===== src/rtl/linebuf_pkg.sv =====
// Shared definitions for the line-buffer sequencer: state encoding,
// a constant-friendly clog2 and the line-index width rule.
package linebuf_pkg;

    localparam logic [1:0] S_IDLE  = 2'd0;
    localparam logic [1:0] S_FILL  = 2'd1;
    localparam logic [1:0] S_RUN   = 2'd2;
    localparam logic [1:0] S_DRAIN = 2'd3;

    typedef enum logic [1:0] {
        IDLE  = S_IDLE,
        FILL  = S_FILL,
        RUN   = S_RUN,
        DRAIN = S_DRAIN
    } lb_state_t;

    // Smallest r with 2**r >= v.
    function automatic int unsigned clog2(input int unsigned v);
        int unsigned r;
        r = 0;
        for (int i = 0; i < 31; i++) begin
            if ((32'd1 << i) < v) r = i + 1;
        end
        return r;
    endfunction

    // Line index width is clog2(K), kept at least one bit wide.
    function automatic int unsigned lidx_w(input int unsigned k);
        return (clog2(k) < 1) ? 1 : clog2(k);
    endfunction

endpackage


===== src/rtl/lb_ring_ptr.sv =====
// Modulo-N ring pointer with synchronous clear and increment.
// The wrap uses an explicit compare so N need not be a power of two.
module lb_ring_ptr
    import linebuf_pkg::*;
#(
    parameter int unsigned N = 3,
    parameter int unsigned W = lidx_w(N)
) (
    input  logic         clk,
    input  logic         rst,
    input  logic         clear,
    input  logic         inc,
    output logic [W-1:0] ptr
);

    localparam logic [W-1:0] LAST = W'(N - 1);

    // Pointer register: clear wins over increment, N-1 wraps to 0.
    always_ff @(posedge clk or posedge rst) begin
        if (rst) begin
            ptr <= '0;
        end else if (clear) begin
            ptr <= '0;
        end else if (inc) begin
            ptr <= (ptr == LAST) ? '0 : ptr + 1'b1;
        end
    end

endmodule


===== src/rtl/linebuf_ctrl.sv =====
// Sequencer for a K-line BRAM line buffer. Pixel data bypasses this block;
// it only generates write enables, addresses, the rotation pointer and the
// window-valid handshake toward the window/MAC stage.
// Optional feature macro: LINEBUF_CTRL_STALL_CNT_EN adds stall_cnt.
//
// Handshakes: a beat moves on s_valid & s_ready, a column moves on
// win_valid & m_ready; once raised, win_valid stays high until consumed and
// no new BRAM read is issued while it is held.
module linebuf_ctrl
    import linebuf_pkg::*;
#(
    parameter int unsigned K      = 3,
    parameter int unsigned ADDR_W = 8,
    parameter int unsigned ROW_W  = 12,
    parameter int unsigned LIDX_W = lidx_w(K)
) (
    input  logic              clk,
    input  logic              rst,
    input  logic              start,
    input  logic [ADDR_W-1:0] cfg_width,
    input  logic [ROW_W-1:0]  cfg_height,
    input  logic              s_valid,
    output logic              s_ready,
    output logic [K-1:0]      wr_en,
    output logic [ADDR_W-1:0] wr_addr,
    output logic              rd_en,
    output logic [ADDR_W-1:0] rd_addr,
    output logic [LIDX_W-1:0] rd_line_base,
    output logic              win_valid,
    input  logic              m_ready,
    output logic              busy,
    output logic              done,
    output logic [1:0]        state
`ifdef LINEBUF_CTRL_STALL_CNT_EN
    ,
    output logic [15:0]       stall_cnt
`endif
);

    lb_state_t         cur_state;
    lb_state_t         nxt_state;
    logic [ADDR_W-1:0] width_r;
    logic [ROW_W-1:0]  height_r;
    logic [ADDR_W-1:0] col;
    logic [ROW_W-1:0]  row;
    logic [LIDX_W-1:0] wr_ptr;
    logic              start_acc;
    logic              accept;
    logic              run_acc;
    logic              col_last;
    logic              row_last;
    logic              ptr_inc;
    logic              base_inc;

    assign start_acc = start & (cur_state == IDLE);
    assign accept    = s_valid & s_ready;
    assign run_acc   = accept & (cur_state == RUN);
    assign col_last  = (col == width_r - 1'b1);
    assign row_last  = (row == height_r - 1'b1);
    // Pointers hold on the final beat so rd_line_base still names the last
    // row's window while it drains.
    assign ptr_inc   = accept & col_last & ~row_last;
    assign base_inc  = run_acc & col_last & ~row_last;

    assign busy      = (cur_state != IDLE);
    assign state     = cur_state;
    assign wr_en     = accept ? (K'(1) << wr_ptr) : '0;
    assign wr_addr   = col;
    assign rd_addr   = col;
    assign rd_en     = run_acc;

    // Frame configuration, sampled only when a start is accepted.
    always_ff @(posedge clk or posedge rst) begin
        if (rst) begin
            width_r  <= ADDR_W'(1);
            height_r <= ROW_W'(1);
        end else if (start_acc) begin
            width_r  <= (cfg_width == '0) ? ADDR_W'(1) : cfg_width;
            height_r <= (cfg_height == '0) ? ROW_W'(1) : cfg_height;
        end
    end

    // Column/row position of the next beat within the frame.
    always_ff @(posedge clk or posedge rst) begin
        if (rst) begin
            col <= '0;
            row <= '0;
        end else if (start_acc) begin
            col <= '0;
            row <= '0;
        end else if (accept) begin
            if (col_last) begin
                col <= '0;
                row <= row + 1'b1;
            end else begin
                col <= col + 1'b1;
            end
        end
    end

    // Window valid: raised one cycle after a RUN read, held until consumed.
    always_ff @(posedge clk or posedge rst) begin
        if (rst) begin
            win_valid <= 1'b0;
        end else if (run_acc) begin
            win_valid <= 1'b1;
        end else if (m_ready) begin
            win_valid <= 1'b0;
        end
    end

    // State register.
    always_ff @(posedge clk or posedge rst) begin
        if (rst) cur_state <= IDLE;
        else     cur_state <= nxt_state;
    end

    // Handshake outputs decoded from the current state.
    always_comb begin
        s_ready = 1'b0;
        done    = 1'b0;
        case (cur_state)
            FILL:    s_ready = 1'b1;
            RUN:     s_ready = ~win_valid | m_ready;
            DRAIN:   done    = ~win_valid | m_ready;
            default: ;
        endcase
    end

    // Next-state logic.
    always_comb begin
        nxt_state = cur_state;
        case (cur_state)
            IDLE: begin
                if (start) nxt_state = FILL;
            end
            FILL: begin
                if (accept && col_last) begin
                    if (row_last)                  nxt_state = DRAIN;
                    else if (row == ROW_W'(K - 2)) nxt_state = RUN;
                end
            end
            RUN: begin
                if (accept && col_last && row_last) nxt_state = DRAIN;
            end
            DRAIN: begin
                if (~win_valid | m_ready) nxt_state = IDLE;
            end
            default: nxt_state = IDLE;
        endcase
    end

    lb_ring_ptr #(.N(K), .W(LIDX_W)) u_wr_ptr (
        .clk   (clk),
        .rst   (rst),
        .clear (start_acc),
        .inc   (ptr_inc),
        .ptr   (wr_ptr)
    );

    lb_ring_ptr #(.N(K), .W(LIDX_W)) u_rd_base (
        .clk   (clk),
        .rst   (rst),
        .clear (start_acc),
        .inc   (base_inc),
        .ptr   (rd_line_base)
    );

`ifdef LINEBUF_CTRL_STALL_CNT_EN
    // Saturating count of RUN cycles where a beat is offered but refused.
    always_ff @(posedge clk or posedge rst) begin
        if (rst) begin
            stall_cnt <= '0;
        end else if (start_acc) begin
            stall_cnt <= '0;
        end else if ((cur_state == RUN) && s_valid && !s_ready && (stall_cnt != 16'hFFFF)) begin
            stall_cnt <= stall_cnt + 1'b1;
        end
    end
`endif

endmodule


===== config.mk =====
export PLATFORM = sky130hd
export DESIGN_NAME = linebuf_ctrl
export DESIGN_NICKNAME = d
export VERILOG_FILES = /design/src/rtl/linebuf_pkg.sv /design/src/rtl/lb_ring_ptr.sv /design/src/rtl/linebuf_ctrl.sv
export SDC_FILE = /design/constraint.sdc
export NUM_CORES = 1
export LEC_CHECK = 0
export BUFFER_PORTS_ARGS = -buffer_cell sky130_fd_sc_hd__buf_2
export CELL_PAD_IN_SITES_DETAIL_PLACEMENT = 0
export CELL_PAD_IN_SITES_GLOBAL_PLACEMENT = 1
export CORE_UTILIZATION = 38
export DETAILED_ROUTE_END_ITERATION = 7
export HOLD_SLACK_MARGIN = 0.02
export PLACE_DENSITY_LB_ADDON = 0.1
export SLEW_MARGIN = 40
export SYNTH_ARGS = -nofsm -noshare
export SYNTH_HDL_FRONTEND = slang
export SYNTH_SLANG_ARGS = --single-unit

===== constraint.sdc =====
create_clock -name clk -period 2.5 [get_ports clk]
set_input_delay 0 -clock clk [delete_from_list [all_inputs] [get_ports clk]]
set_output_delay 0 -clock clk [all_outputs]
set_load 0.05 [all_outputs]

== After elaboration in Yosys (flattened, before gate mapping) ==
Cells that the tools add are included.
Widths: inputs -> output; s select.
Operators by class
  $add $sub $neg: 6
  bitwise gates (word level): 10
  shifts and indexed selects: 1
  reduce and logical (&&, ||, !) cells: 13
  mux-type cells: 26
  eq/ne operators: 13
Operators by type and width (number)
  $mux 12: 4
  $mux 8: 4
  $mux 2: 12
  $add 12x1->12 const B: 1
  $eq 12x1->1 const B: 1
  $eq 12x12->1: 1
  $logic_not 12->1: 1
  $reduce_bool 2->1: 6
  $sub 12x1->12 const B: 1
  $add 8x1->8 const B: 1
  $eq 2x2->1 const B: 4
  $eq 8x8->1: 1
  $logic_not 8->1: 1
  $pmux 2 s4: 1
  $sub 8x1->8 const B: 1
  $and 1x1->1: 7
  $ne 2x2->1 const B: 3
  $reduce_and 5->1: 1
  $add 2x1->2 const B: 2
  $mux 1: 3
  $mux 3: 1
  $ne 3x3->1 const B: 1
  $shl 1x2->3 const A: 1
  $eq 2x1->1 const B: 1
  other kinds (7): 9
Word-level totals
  flip-flop bits (word level): 47
  word-level logic and storage cells: 77

== Depth between registers and ports, before layout ==
  depth after elaboration: 9
  gate-level depth with buffers: 10
  gate-level depth less buffers: 9

== Hierarchy ==
A second synthesis with hierarchy kept.
Second synthesis, totals
  cells, all modules: 380
  area, all modules: 3221.8 µm²
By module, submodules not included
  linebuf_ctrl: times used 1, cells each 362, area an instance 3036.7 µm², seq. area each 1078.5 µm²
  lb_ring_ptr: times used 2, cells each 9, area an instance 92.6 µm², seq. area each 50.0 µm²

== Worst setup path after synthesis ==
No wires, ideal clock.
  path kind: reg2out
  start: register cur_state[1], in the netlist state[1]
  end: output wr_en[1]
  arrival: 3.554 ns
  setup slack: -1.054 ns
  stages on the path, launching flop included: 7
  cell sequence: dfrtp_1 > inv_1 > ha_1 > nor2b_1 > nand2_1 > clkbuf_1 > nor3b_1
On the way
  word-level cells in the longest chain between the ends: 4
Ends and longest elaborated chain
  from (decl): line linebuf_ctrl.sv:40  | lb_state_t cur_state;
  from (signal assigned): line linebuf_ctrl.sv:115  | else cur_state <= nxt_state;
  $eq 2x2->1 / $eq 2x1->1 (equally long branches): line linebuf_ctrl.sv:122  | case (cur_state)
  $pmux 1 s2 (*): line linebuf_ctrl.sv:122
  named net s_ready: line linebuf_ctrl.sv:23  | output logic s_ready,
  $and 1x1->1 (*): line linebuf_ctrl.sv:56  | assign accept = s_valid & s_ready;
  $mux 3 (*): line linebuf_ctrl.sv:67  | assign wr_en = accept ? (K'(1) << wr_ptr) : '0;
  to (decl): line linebuf_ctrl.sv:24  | output logic [K-1:0] wr_en,
The timed path passes the listed nets; every way through them passes the cells marked *.

== Worst setup path after layout ==
  start: register width_r[0]
  end: register row[5]
On the way
  word-level cells in the longest chain between the ends: 4
Ends and longest elaborated chain
  from (decl): line linebuf_ctrl.sv:42  | logic [ADDR_W-1:0] width_r;
  from (signal assigned): line linebuf_ctrl.sv:78  | width_r <= (cfg_width == '0) ? ADDR_W'(1) : cfg_width;
  $sub 8x1->8: line linebuf_ctrl.sv:58  | assign col_last = (col == width_r - 1'b1);
  $eq 8x8->1: line linebuf_ctrl.sv:58
  $reduce_bool 2->1 (no source line)
  $reduce_and 2->1 (no source line)
  to (signal assigned): line linebuf_ctrl.sv:94  | row <= row + 1'b1;
  to (decl): line linebuf_ctrl.sv:45  | logic [ROW_W-1:0] row;
No other way between the ends.
A chain may end at the register's enable or synchronous reset.

==> results.toml <==
[pwr]
peakVddDrop_mv = 0.3489
clockPowerShare_pct = 21.3
p_int_mw = 1.339
seqPwrFrac_pct = 39.5
combPwrFrac_pct = 39.2
p_leak_nw = 1.993
switching_share_pct = 39.75
switchingPower_uw = 883.8
p_per_area_nw_per_um2 = 506.3

[floorplan]
die_w_um = 93.16
start_util_pct = 40.04
die_h_um = 93.16
core_area_um2 = 7888
row_count = 32
boundaryPins = 53
die_area_um2 = 8679

[synthesis]
synth_xor_xnor_area_share_pct = 6.379
yosysUniqueCellTypes = 59
synth-seq-area-share_pct = 37.32
async_flop_share_pct = 100.0
synth_top_family_by_area = "simple AND/OR/NAND/NOR gates"
synth_compound_gate_area_share_pct = 16.48
synthMuxAreaShare_pct = 0.9509
yosysWarnings = 0
synth_fp_nets = 411
synthAdderAreaFrac_pct = 3.962
yosys.area_share.simple_pct = 28.92
synth_seq_cells = 47
synth-edff-count = 0
synthesis.area_um2 = 3158
ys_dominant_reg_cell = "dfrtp_1"
syn_inst = 376
avgSynthCellArea_um2 = 8.399

[sta]
clock_skew_ns = 0.005491
worst_pin_slew_ns = 0.6432
max_freq_ghz = 0.3822
final.min_clock_period_ns = 2.616
grt_setup_unrepaired = "yes"
timing.final.crit_share_pct = 104.7
finalHoldViolCount = 0
slew_headroom_pct = 57.01
slew_viol_final = 0
setup_ws_ns = -0.1163
setup_violations = 14

[clock_tree]
root_buffer = "clkbuf_8"
clk_pin_slew_ns = 0.09
cts-htree-levels = 2
clock_latency_ns = 0.30
cts_tree = "done"
clockBufferDepth = 2
cts_buffers = 5
numClockSinks = 47

[setup_path]
critPathLaunchType = "register"
ff2ff_setup_slack_ns = -0.12
cp_max_fo = 4
required_ns = 2.73
critical_path_class = "register to register"
end_kind = "register"
crit_arrival_ns = 2.85

[finish]
fillers = 742
syn2layout_area_growth_pct = 39.03
diodes = 0
drive_gt1_share_pct = 33.47
final_nets = 522
final_util_pct = 55.66
stdcell_area_um2 = 4390
layout.cells.non_filler = 589

[routing]
drc_errors = 0
ant_nets = 0
wl_per_cell_um = 14.59
vias = 3121
top_layer = "met4"
met3_length_um = 264
wl_met1_um = 4083
drt-vias-per-instance = 5.299
wl_met2_um = 4190
dr.pass1.iters = 4
drt_iter0_drc = 132
routed_wl_um = 8593

[job]
drv_cap = 0

[run_status]
violations = "setup timing"
status = "finished with violations"

[place]
dp.cells = 552
dpl.hpwl_um = 6093
io_buffers = 52
post_dp_cell_area_um2 = 3831
globalplace.congestion = 0.7748

[min_path]
hold_class = "input port to register"

[grt]
grt_pass1_wl_um = 14490
antenna_found_initial = 0
grt_pass1_vias = 3014
grt_overflow_total = 0
grt_max_degree = 46
grt_usage_pct = 21.37
power by group through the flow:
stage	logic, mW	registers [mW]	clock network [mW]
2_1_floorplan	0.451	1.05	0
3_3_place_gp	0.782	0.892	0
3_5_place_dp	0.785	0.896	0
4_1_cts	0.859	0.879	0.495
5_1_grt	0.938	0.888	0.531
6_report	0.872	0.878	0.473
cell type report:
type | instances | area (um^2) | share of cell area (%)
timing repair buffer | 126 | 927.1 | 21.12
tap | 102 | 127.6 | 2.907
clock inverter | 1 | 5.005 | 0.1140
multi-input combinational | 290 | 2003 | 45.63
clock buffer | 6 | 82.58 | 1.881
inverter | 17 | 63.81 | 1.453
sequential | 47 | 1181 | 26.90
registers in the layout, summed over array words and instances, names as in the netlist:
signal / cells
height_r: 12
rd_addr: 8
row: 12
state: 2
u_rd_base.ptr: 2
u_wr_ptr.ptr: 2
width_r: 8
win_valid: 1
what timing repair did:
item	CTS	global route
gates resized for setup	15	21
pin swaps	24	14
hold buffers	21	0
hold endpoints to repair	36	0
cloned	1	0
setup buffers	5	3
setup endpoints to repair	16	26
critical path: stages, from the launching register on:
cell and delay (ns):
dfstp_2 0.56, inv_2 0.05, ha_4 0.21, xnor2_1 0.13, or4_4 0.53, a31oi_4 0.22, buf_12 0.14, a31oi_4 0.09
buf_6 0.14, or3_4 0.36, a21oi_2 0.13
through the flow:
stage / power [mW] / hold slack (ns) / setup TNS, ns / setup slack, ns
2_1_floorplan: 1.498 / 0.1054 / -0.06139 / -0.06139
3_3_place_gp: 1.673 / 0.02666 / -1.333 / -0.1451
3_5_place_dp: 1.681 / 0.03727 / -2.453 / -0.2300
4_1_cts: 2.232 / 0.08894 / -1.719 / -0.1448
5_1_grt: 2.357 / 0.09268 / -3.274 / -0.2097
6_report: 2.223 / 0.09787 / -1.050 / -0.1163
logic make-up (layout without fill, tap and decap cells):
kind of cell / count (synthesis) / after routing
multiplexers: 3 / 3
AO/OA/AOI/OAI: 82 / 83
flip-flops: 47 / 47
XOR/XNOR: 23 / 23
AND/OR/NAND/NOR: 171 / 171
adder cells (fa/ha/maj): 10 / 10
buffers and inverters: 40 / 150
layout by cell type (no fill, tap or decap), types with 7 or more instances in the layout:
master	instances
a21oi_1	27
and3_1	8
buf_2	52
buf_4	42
buf_6	9
dfrtp_1	43
dlygate4sd3_1	21
ha_1	8
inv_1	13
nand2_1	65
nand3_1	16
nor2_1	11
nor3_1	7
o21ai_0	17
or3_1	7
xnor2_1	17
cells in the mapped netlist, types with 3 or more instances:
master    count  area (um^2)
a211oi_1      4        30.03
xnor2_1      17        148.9
and3_1        9        56.30
a21oi_1      32        160.2
nand4_1       4        25.02
o21ai_0      21        105.1
a31oi_1       3        18.77
nand2_1      65        244.0
buf_4         9        67.56
nand3b_1      6        45.04
nor3_1        9        45.04
dfrtp_1      45         1126
xor2_1        6        52.55
nor3b_1       4        30.03
inv_1        17        63.81
or4_1         6        45.04
clkbuf_1     11        41.29
or3_1         9        56.30
nor4_1        8        50.05
o31ai_1       4        30.03
ha_1         10        125.1
and2_1        3        18.77
mux2i_1       3        30.03
nand3_1      18        90.09
nor2_1       11        41.29
path summary, 6_finish.rpt:
check	startpoint	endpoint	depth (start not counted)
max	width_r[0]	row[5]	10
min	m_ready	win_valid	3
max reg2reg	width_r[0]	row[5]	10
min reg2reg	width_r[7]	width_r[7]	2
max in group asynchronous	rst	width_r[0]	4
min in group asynchronous	rst	row[5]	3
layer usage:
metal,global-route usage (%),vias up
li1,-,1562
met1,28.67,1488
met2,35.85,66
met3,3.496,5
met4,5.256,0
met5,0,-
(Power assumes the default switching activity.)
